<file path="src/rtl/ps2_key_pkg.sv">
`default_nettype none
// ============================================================================
// Module   : ps2_key_pkg
// Purpose  : Shared constants for the PS/2 Set-2 key decoder: prefix and
//            game-key scancodes, the ignore set, key bit indices, the
//            decoder state encoding and small lookup helpers.
// Revision : 1.0  initial release
// ============================================================================
package ps2_key_pkg;

    // Prefix bytes of the Set-2 protocol
    localparam logic [7:0] PREFIX_E0 = 8'hE0;
    localparam logic [7:0] PREFIX_F0 = 8'hF0;

    // Game-key scancodes (the arrow keys only map when E0-prefixed)
    localparam logic [7:0] SC_SPACE = 8'h29;
    localparam logic [7:0] SC_UP    = 8'h75;
    localparam logic [7:0] SC_DOWN  = 8'h72;
    localparam logic [7:0] SC_LEFT  = 8'h6B;
    localparam logic [7:0] SC_RIGHT = 8'h74;

    // Keyboard status / response bytes that never form an event from IDLE
    localparam logic [7:0] SC_BAT_OK   = 8'hAA;
    localparam logic [7:0] SC_ACK      = 8'hFA;
    localparam logic [7:0] SC_ECHO     = 8'hEE;
    localparam logic [7:0] SC_BAT_FAIL = 8'hFC;
    localparam logic [7:0] SC_OVRRUN0  = 8'h00;
    localparam logic [7:0] SC_OVRRUN1  = 8'hFF;

    // Bit positions in keys_held / keys_press
    localparam int KEY_SPACE = 0;
    localparam int KEY_UP    = 1;
    localparam int KEY_DOWN  = 2;
    localparam int KEY_LEFT  = 3;
    localparam int KEY_RIGHT = 4;
    localparam int NUM_KEYS  = 5;

    // Decoder state: which prefixes of the current sequence have been seen
    typedef enum logic [1:0] {
        ST_IDLE = 2'd0,
        ST_E0   = 2'd1,
        ST_F0   = 2'd2,
        ST_E0F0 = 2'd3
    } ps2_state_t;

    // True for bytes that are silently dropped when no sequence is open
    function automatic logic is_ignored(input logic [7:0] b);
        return (b == SC_BAT_OK)   || (b == SC_ACK)     || (b == SC_ECHO) ||
               (b == SC_BAT_FAIL) || (b == SC_OVRRUN0) || (b == SC_OVRRUN1);
    endfunction

    // One-hot key vector for a decoded code; zero for unmapped keys.
    // The extended flag must match exactly (keypad 8 = 0x75 without E0).
    function automatic logic [NUM_KEYS-1:0] key_onehot(input logic [7:0] code,
                                                       input logic       ext);
        logic [NUM_KEYS-1:0] v;
        v = '0;
        if (!ext && code == SC_SPACE) v[KEY_SPACE] = 1'b1;
        if ( ext && code == SC_UP)    v[KEY_UP]    = 1'b1;
        if ( ext && code == SC_DOWN)  v[KEY_DOWN]  = 1'b1;
        if ( ext && code == SC_LEFT)  v[KEY_LEFT]  = 1'b1;
        if ( ext && code == SC_RIGHT) v[KEY_RIGHT] = 1'b1;
        return v;
    endfunction

endpackage
`default_nettype wire

</file>
<file path="src/rtl/ps2_key_decoder.sv">
`default_nettype none
// ============================================================================
// Module   : ps2_key_decoder
// Purpose  : Turns the PS/2 byte stream into make/break events, tracks the
//            held state of the five game keys and emits one-cycle press
//            pulses with typematic repeat suppressed. Abandons a prefixed
//            sequence after TIMEOUT_CYCLES idle clocks.
// Revision : 1.0  initial release
// ============================================================================
module ps2_key_decoder
    import ps2_key_pkg::*;
#(
    parameter int TIMEOUT_CYCLES = 100000,
    parameter int TO_W           = 17
) (
    input  logic                clock,
    input  logic                resetn,
    input  logic [7:0]          key_data,
    input  logic                key_pressed,
    output logic                evt_valid,
    output logic [7:0]          evt_code,
    output logic                evt_ext,
    output logic                evt_break,
    output logic [NUM_KEYS-1:0] keys_held,
    output logic [NUM_KEYS-1:0] keys_press,
    output logic                control,
    output logic                seq_error
);

    // The counter value present in the cycle where the sequence is dropped;
    // the increment in that cycle brings it to TIMEOUT_CYCLES-1.
    localparam logic [TO_W-1:0] c_EXPIRE_AT = TO_W'(TIMEOUT_CYCLES - 2);

    ps2_state_t          r_state;
    ps2_state_t          w_next_state;
    logic [TO_W-1:0]     r_cnt;
    logic                w_expire;
    logic                w_emit;
    logic                w_ext;
    logic                w_brk;
    logic                w_err;
    logic [NUM_KEYS-1:0] w_hit;
    logic [NUM_KEYS-1:0] w_held_next;
    logic [NUM_KEYS-1:0] w_press_next;

    // A byte always wins over expiry, so expiry is only considered on idle cycles
    assign w_expire = (r_state != ST_IDLE) && !key_pressed && (r_cnt == c_EXPIRE_AT);

    // Next-state and event decode for the byte presented this cycle
    always_comb begin
        w_next_state = r_state;
        w_emit       = 1'b0;
        w_ext        = 1'b0;
        w_brk        = 1'b0;
        w_err        = 1'b0;
        if (key_pressed) begin
            case (r_state)
                ST_IDLE: begin
                    if (key_data == PREFIX_E0) begin
                        w_next_state = ST_E0;
                    end else if (key_data == PREFIX_F0) begin
                        w_next_state = ST_F0;
                    end else if (!is_ignored(key_data)) begin
                        w_emit = 1'b1;
                    end
                end
                ST_E0: begin
                    if (key_data == PREFIX_F0) begin
                        w_next_state = ST_E0F0;
                    end else if (key_data == PREFIX_E0) begin
                        w_next_state = ST_E0;
                    end else begin
                        w_emit       = 1'b1;
                        w_ext        = 1'b1;
                        w_next_state = ST_IDLE;
                    end
                end
                default: begin
                    // ST_F0 / ST_E0F0: a prefix here restarts the sequence
                    if (key_data == PREFIX_E0) begin
                        w_err        = 1'b1;
                        w_next_state = ST_E0;
                    end else if (key_data == PREFIX_F0) begin
                        w_err        = 1'b1;
                        w_next_state = ST_F0;
                    end else begin
                        w_emit       = 1'b1;
                        w_brk        = 1'b1;
                        w_ext        = (r_state == ST_E0F0);
                        w_next_state = ST_IDLE;
                    end
                end
            endcase
        end else if (w_expire) begin
            w_next_state = ST_IDLE;
        end
    end

    // Key-vector update: breaks clear, makes set and pulse only on first make
    always_comb begin
        w_hit        = w_emit ? key_onehot(key_data, w_ext) : '0;
        w_held_next  = keys_held;
        w_press_next = '0;
        if (w_brk) begin
            w_held_next = keys_held & ~w_hit;
        end else begin
            w_held_next  = keys_held | w_hit;
            w_press_next = w_hit & ~keys_held;
        end
    end

    // Idle timer: runs only while a sequence is open and no byte arrives
    always_ff @(posedge clock or negedge resetn) begin
        if (!resetn) begin
            r_cnt <= '0;
        end else if (r_state == ST_IDLE || key_pressed) begin
            r_cnt <= '0;
        end else begin
            r_cnt <= r_cnt + 1'b1;
        end
    end

    // Sequence state and all registered outputs
    always_ff @(posedge clock or negedge resetn) begin
        if (!resetn) begin
            r_state    <= ST_IDLE;
            evt_valid  <= 1'b0;
            evt_code   <= '0;
            evt_ext    <= 1'b0;
            evt_break  <= 1'b0;
            keys_held  <= '0;
            keys_press <= '0;
            control    <= 1'b0;
            seq_error  <= 1'b0;
        end else begin
            r_state    <= w_next_state;
            evt_valid  <= w_emit;
            if (w_emit) begin
                evt_code  <= key_data;
                evt_ext   <= w_ext;
                evt_break <= w_brk;
            end
            keys_held  <= w_held_next;
            keys_press <= w_press_next;
            control    <= w_held_next[KEY_SPACE];
            seq_error  <= seq_error | w_err;
        end
    end

endmodule
`default_nettype wire

</file>
<file path="config.mk">
export PLATFORM = sky130hd
export DESIGN_NAME = ps2_key_decoder
export DESIGN_NICKNAME = d
export VERILOG_FILES = /design/src/rtl/ps2_key_pkg.sv /design/src/rtl/ps2_key_decoder.sv
export SDC_FILE = /design/constraint.sdc
export NUM_CORES = 1
export LEC_CHECK = 0
export ABC_AREA = 0
export CORE_MARGIN = 2
export CORE_UTILIZATION = 55
export CTS_BUF_LIST = sky130_fd_sc_hd__clkbuf_16
export CTS_CLUSTER_SIZE = 30
export DETAILED_ROUTE_END_ITERATION = 6
export PLACE_DENSITY = 0.87
export SYNTH_ARGS = -nofsm -noshare
export SYNTH_HDL_FRONTEND = slang
export SYNTH_SLANG_ARGS = --single-unit
</file>
<file path="constraint.sdc">
create_clock -name clock -period 2.55 [get_ports clock]
set_input_delay 0.51 -clock clock [delete_from_list [all_inputs] [get_ports clock]]
set_output_delay 0.51 -clock clock [all_outputs]
set_load 0.03 [all_outputs]
</file>
==> summary.txt, run 1 <==
Synth
  – Synth top area share: 52.2%
  – Post-synthesis cell count: 185
  – Cell type with the largest total area after synthesis: dfrtp_1
  – Count of cell types in the netlist: 44
  – FF+latch count, synth: 41
  – Ys Warns: 0
  – Synth area leaders: dfrtp_1, xnor2_1, mux2_4
  – Ys flop type: dfrtp_1
  – Mean post-synth cell area: 10.6 um2
  – Register area share after synthesis: 52.2%
  – EDFF count, synth: 0
  – Synthesized area: 1970 um2
  – Share of synthesized flip-flops with an asynchronous set or reset: 100%
  – Syn nets: 198

Power
  – Tot Pwr: 1.53 mW
  – Static Leakage: 1.10 nW
  – Power density over the cells: 601 nW/um2
  – Worst vdd ir: 0.383 mV

Die
  – Chip height: 63.8 um
  – Total die area: 4070 um2
  – Core footprint: 3390 um2
  – Rows: 21
  – Die width: 63.8 um
  – Ports: 34
  – Initial Util: 58.0%

Hold path
  – HP Class: in -> async

Placement
  – GPL Wtd Cong: 0.851
  – Final HPWL DP: 3160 um
  – # port buffers: 33

Timing
  – Relative slew margins: 40.0%
  – Final Max Tran Viols: 0
  – Final Hold Viols: 0
  – Worst-margin pin slew: 0.900 ns
  – Setup violators final: 0
  – Setup TNS: 0 ns
  – Fin crit period: 2.35 ns
  – Fmax: 425 MHz
  – Clock skew after layout: 0.00397 ns
  – RSZ-0062 raised after global routing: false
  – Tcrit/Tclk final: 92.3%

Clock tree
  – CTS Buffer Depth: 2
  – Worst-path clk slew: 0.06 ns
  – Root Buffer Master: clkbuf_16
  – H-tree depth: 2
  – Post_cts resized: 0
  – Post-CTS Setup Bufs: 0
  – Clk_lat worst skew: 0.28 ns
  – CTS Hold Buffers Added: 0
  – Num CTS Buffers: 5
  – CTS tree: done
  – Clock sinks: 41

Global routing
  – M2 GR Usage: 42.6%
  – Vias in the first global route: 1,613
  – Largest net degree at the start of global routing: 42
  – Overflow after GRT: 0
  – Initial antenna violation count: 0
  – Met3 GRT Util: 7.04%
  – Overall Global Routing Usage: 24.6%
  – Busiest metal layer after global routing: met2
  – GRT met1 Usage: 27.9%
  – First-pass GRT wire length: 7560 um

Setup path
  – Kind of cell adding the most delay to the critical path: simple AND/OR/NAND/NOR gates
  – Worst setup EP type: flip-flop
  – Arr. time, crit path: 2.52 ns
  – Buf+Inv Stages, Crit Path: 2
  – Crit-path max FO: 6
  – CP Class: in -> reg
  – Slowest CP cell: or4_1
  – Crit path launch type: primary input
  – CP Data Required Time: 2.72 ns
  – Max incr delay on CP: 0.57 ns
  – Crit-path cells: clkdlybuf4s50_1, buf_4, or4_1, o21ai_1, nand2b_2, mux2_4

Run
  – Max_cap viols: 0

Finish
  – Layout filler cell count: 210
  – Area delta synth->final: 29.7%
  – Fin nets: 240
  – Antenna Cells: 0
  – Share of cells above drive strength 1: 11.0%

Route
  – DRC viols: 0
  – Final wirelength: 4470 um
  – TritonRoute pass-1 iters: 5
  – Vias: 1,598
  – DR vias/cell: 5.83
  – Antenna-violating nets left: 0
  – Avg WL per Cell: 16.3 um
  – DRT iter0 DRCs: 103

Run status
  – Status: completed
## cell type report
type | instances | area (um2) | area share [%]
flip-flops and latches | 41 | 1030 | 40.2
multi-input cells | 129 | 862 | 33.8
clock inverters | 3 | 37.5 | 1.47
clock buffers | 5 | 125 | 4.90
well taps | 46 | 57.6 | 2.26
repair buffers | 44 | 420 | 16.5
inverters | 6 | 22.5 | 0.883
## final timing paths
kind | start | end | slack, ns | depth (start not counted)
worst max register to register | r_state[1]$_DFFE_PN0P_ | evt_code[7]$_DFFE_PN0N_ | 0.56 | 5
worst min register to register | seq_error$_DFF_PN0_ | seq_error$_DFF_PN0_ | 0.46 | 1
worst min-delay path | resetn | evt_code[5]$_DFFE_PN0N_ | 0.36 | 1
worst max-delay path | key_data[1] | evt_code[7]$_DFFE_PN0N_ | 0.20 | 6
min in group clock | seq_error$_DFF_PN0_ | seq_error$_DFF_PN0_ | 0.46 | 1
max in group asynchronous | resetn | keys_press[0]$_DFF_PN0_ | 1.63 | 1
## Yosys cell counts (3+ instances only)
cell      count
xnor2_1       9
and4_1        5
mux2_4        5
nand2b_1      3
nor4_1        9
and3_1        4
dfrtp_1      41
nand4_1       3
nand2_1      11
o31ai_1       4
clkbuf_1      3
nor2_1       20
xor2_1        5
o21ai_0       7
inv_1         5
nand3_1       9
buf_2         3
## cell usage in the layout (no fill, tap or decap), types with 3 or more instances in the layout
cell / instances
o21ai_0: 7
clkdlybuf4s50_1: 32
nand2_1: 11
xor2_1: 5
inv_1: 6
nand2b_1: 3
mux2_4: 5
nor2_1: 20
clkbuf_16: 5
nand4_1: 3
nor4_1: 9
buf_4: 10
xnor2_1: 9
and3_1: 4
and4_1: 5
o31ai_1: 4
nand3_1: 9
dfrtp_1: 41
## logic make-up (layout without fill, tap and decap cells)
kind of cell               count (synthesis)  after routing  share of synthesized area, %
and+or+nand+nor                           80             80                          22.5
DFF                                       41             41                          52.2
AOI/OAI and AO/OA                         27             27                          9.54
buffers and inverters                     15             58                          4.01
xor gates and xnor gates                  14             14                          6.23
muxes                                      6              6                          4.33
adders and majority gates                  2              2                          1.27
## routing by layer
layer	vias up	share of wire, %
li1	746	-
met1	781	40
met2	60	53
met3	11	4.8
met4	0	2.6
met5	-	0
## stage by stage
| step | hold slack, ns | std cells | util, % | instance area, um2 | worst slack, ns |
|---|---|---|---|---|---|
| floorplan | 0.214 | 185 | - | 1970 | 0.378 |
| global placement | 0.436 | 266 | 70.5 | 2390 | 0.0200 |
| detailed placement | 0.452 | 266 | 70.5 | 2390 | -0.0717 |
| CTS | 0.380 | 274 | 75.3 | 2550 | 0.218 |
| global route | 0.425 | 274 | 75.3 | 2550 | 0.178 |
| finish | 0.356 | 274 | 75.3 | 2550 | 0.196 |
## power by group
part           internal, mW  switching, mW  total [mW]
registers             0.666         0.0112       0.678
logic                0.0742         0.0889       0.163
clock network         0.454          0.238       0.692
total                  1.19          0.338        1.53
Power figures use the tool's default switching activity.
==> run 2, diff against run 1 <==
--- a/config.mk
+++ b/config.mk
@@ -12,6 +12,7 @@
 export CTS_CLUSTER_SIZE = 30
 export DETAILED_ROUTE_END_ITERATION = 6
 export PLACE_DENSITY = 0.87
+export SKIP_CTS_REPAIR_TIMING = 1
 export SYNTH_ARGS = -nofsm -noshare
 export SYNTH_HDL_FRONTEND = slang
 export SYNTH_SLANG_ARGS = --single-unit
==> results of run 2 <==
Same layout as run 1: the final DEF is identical, and so are final timing and power.
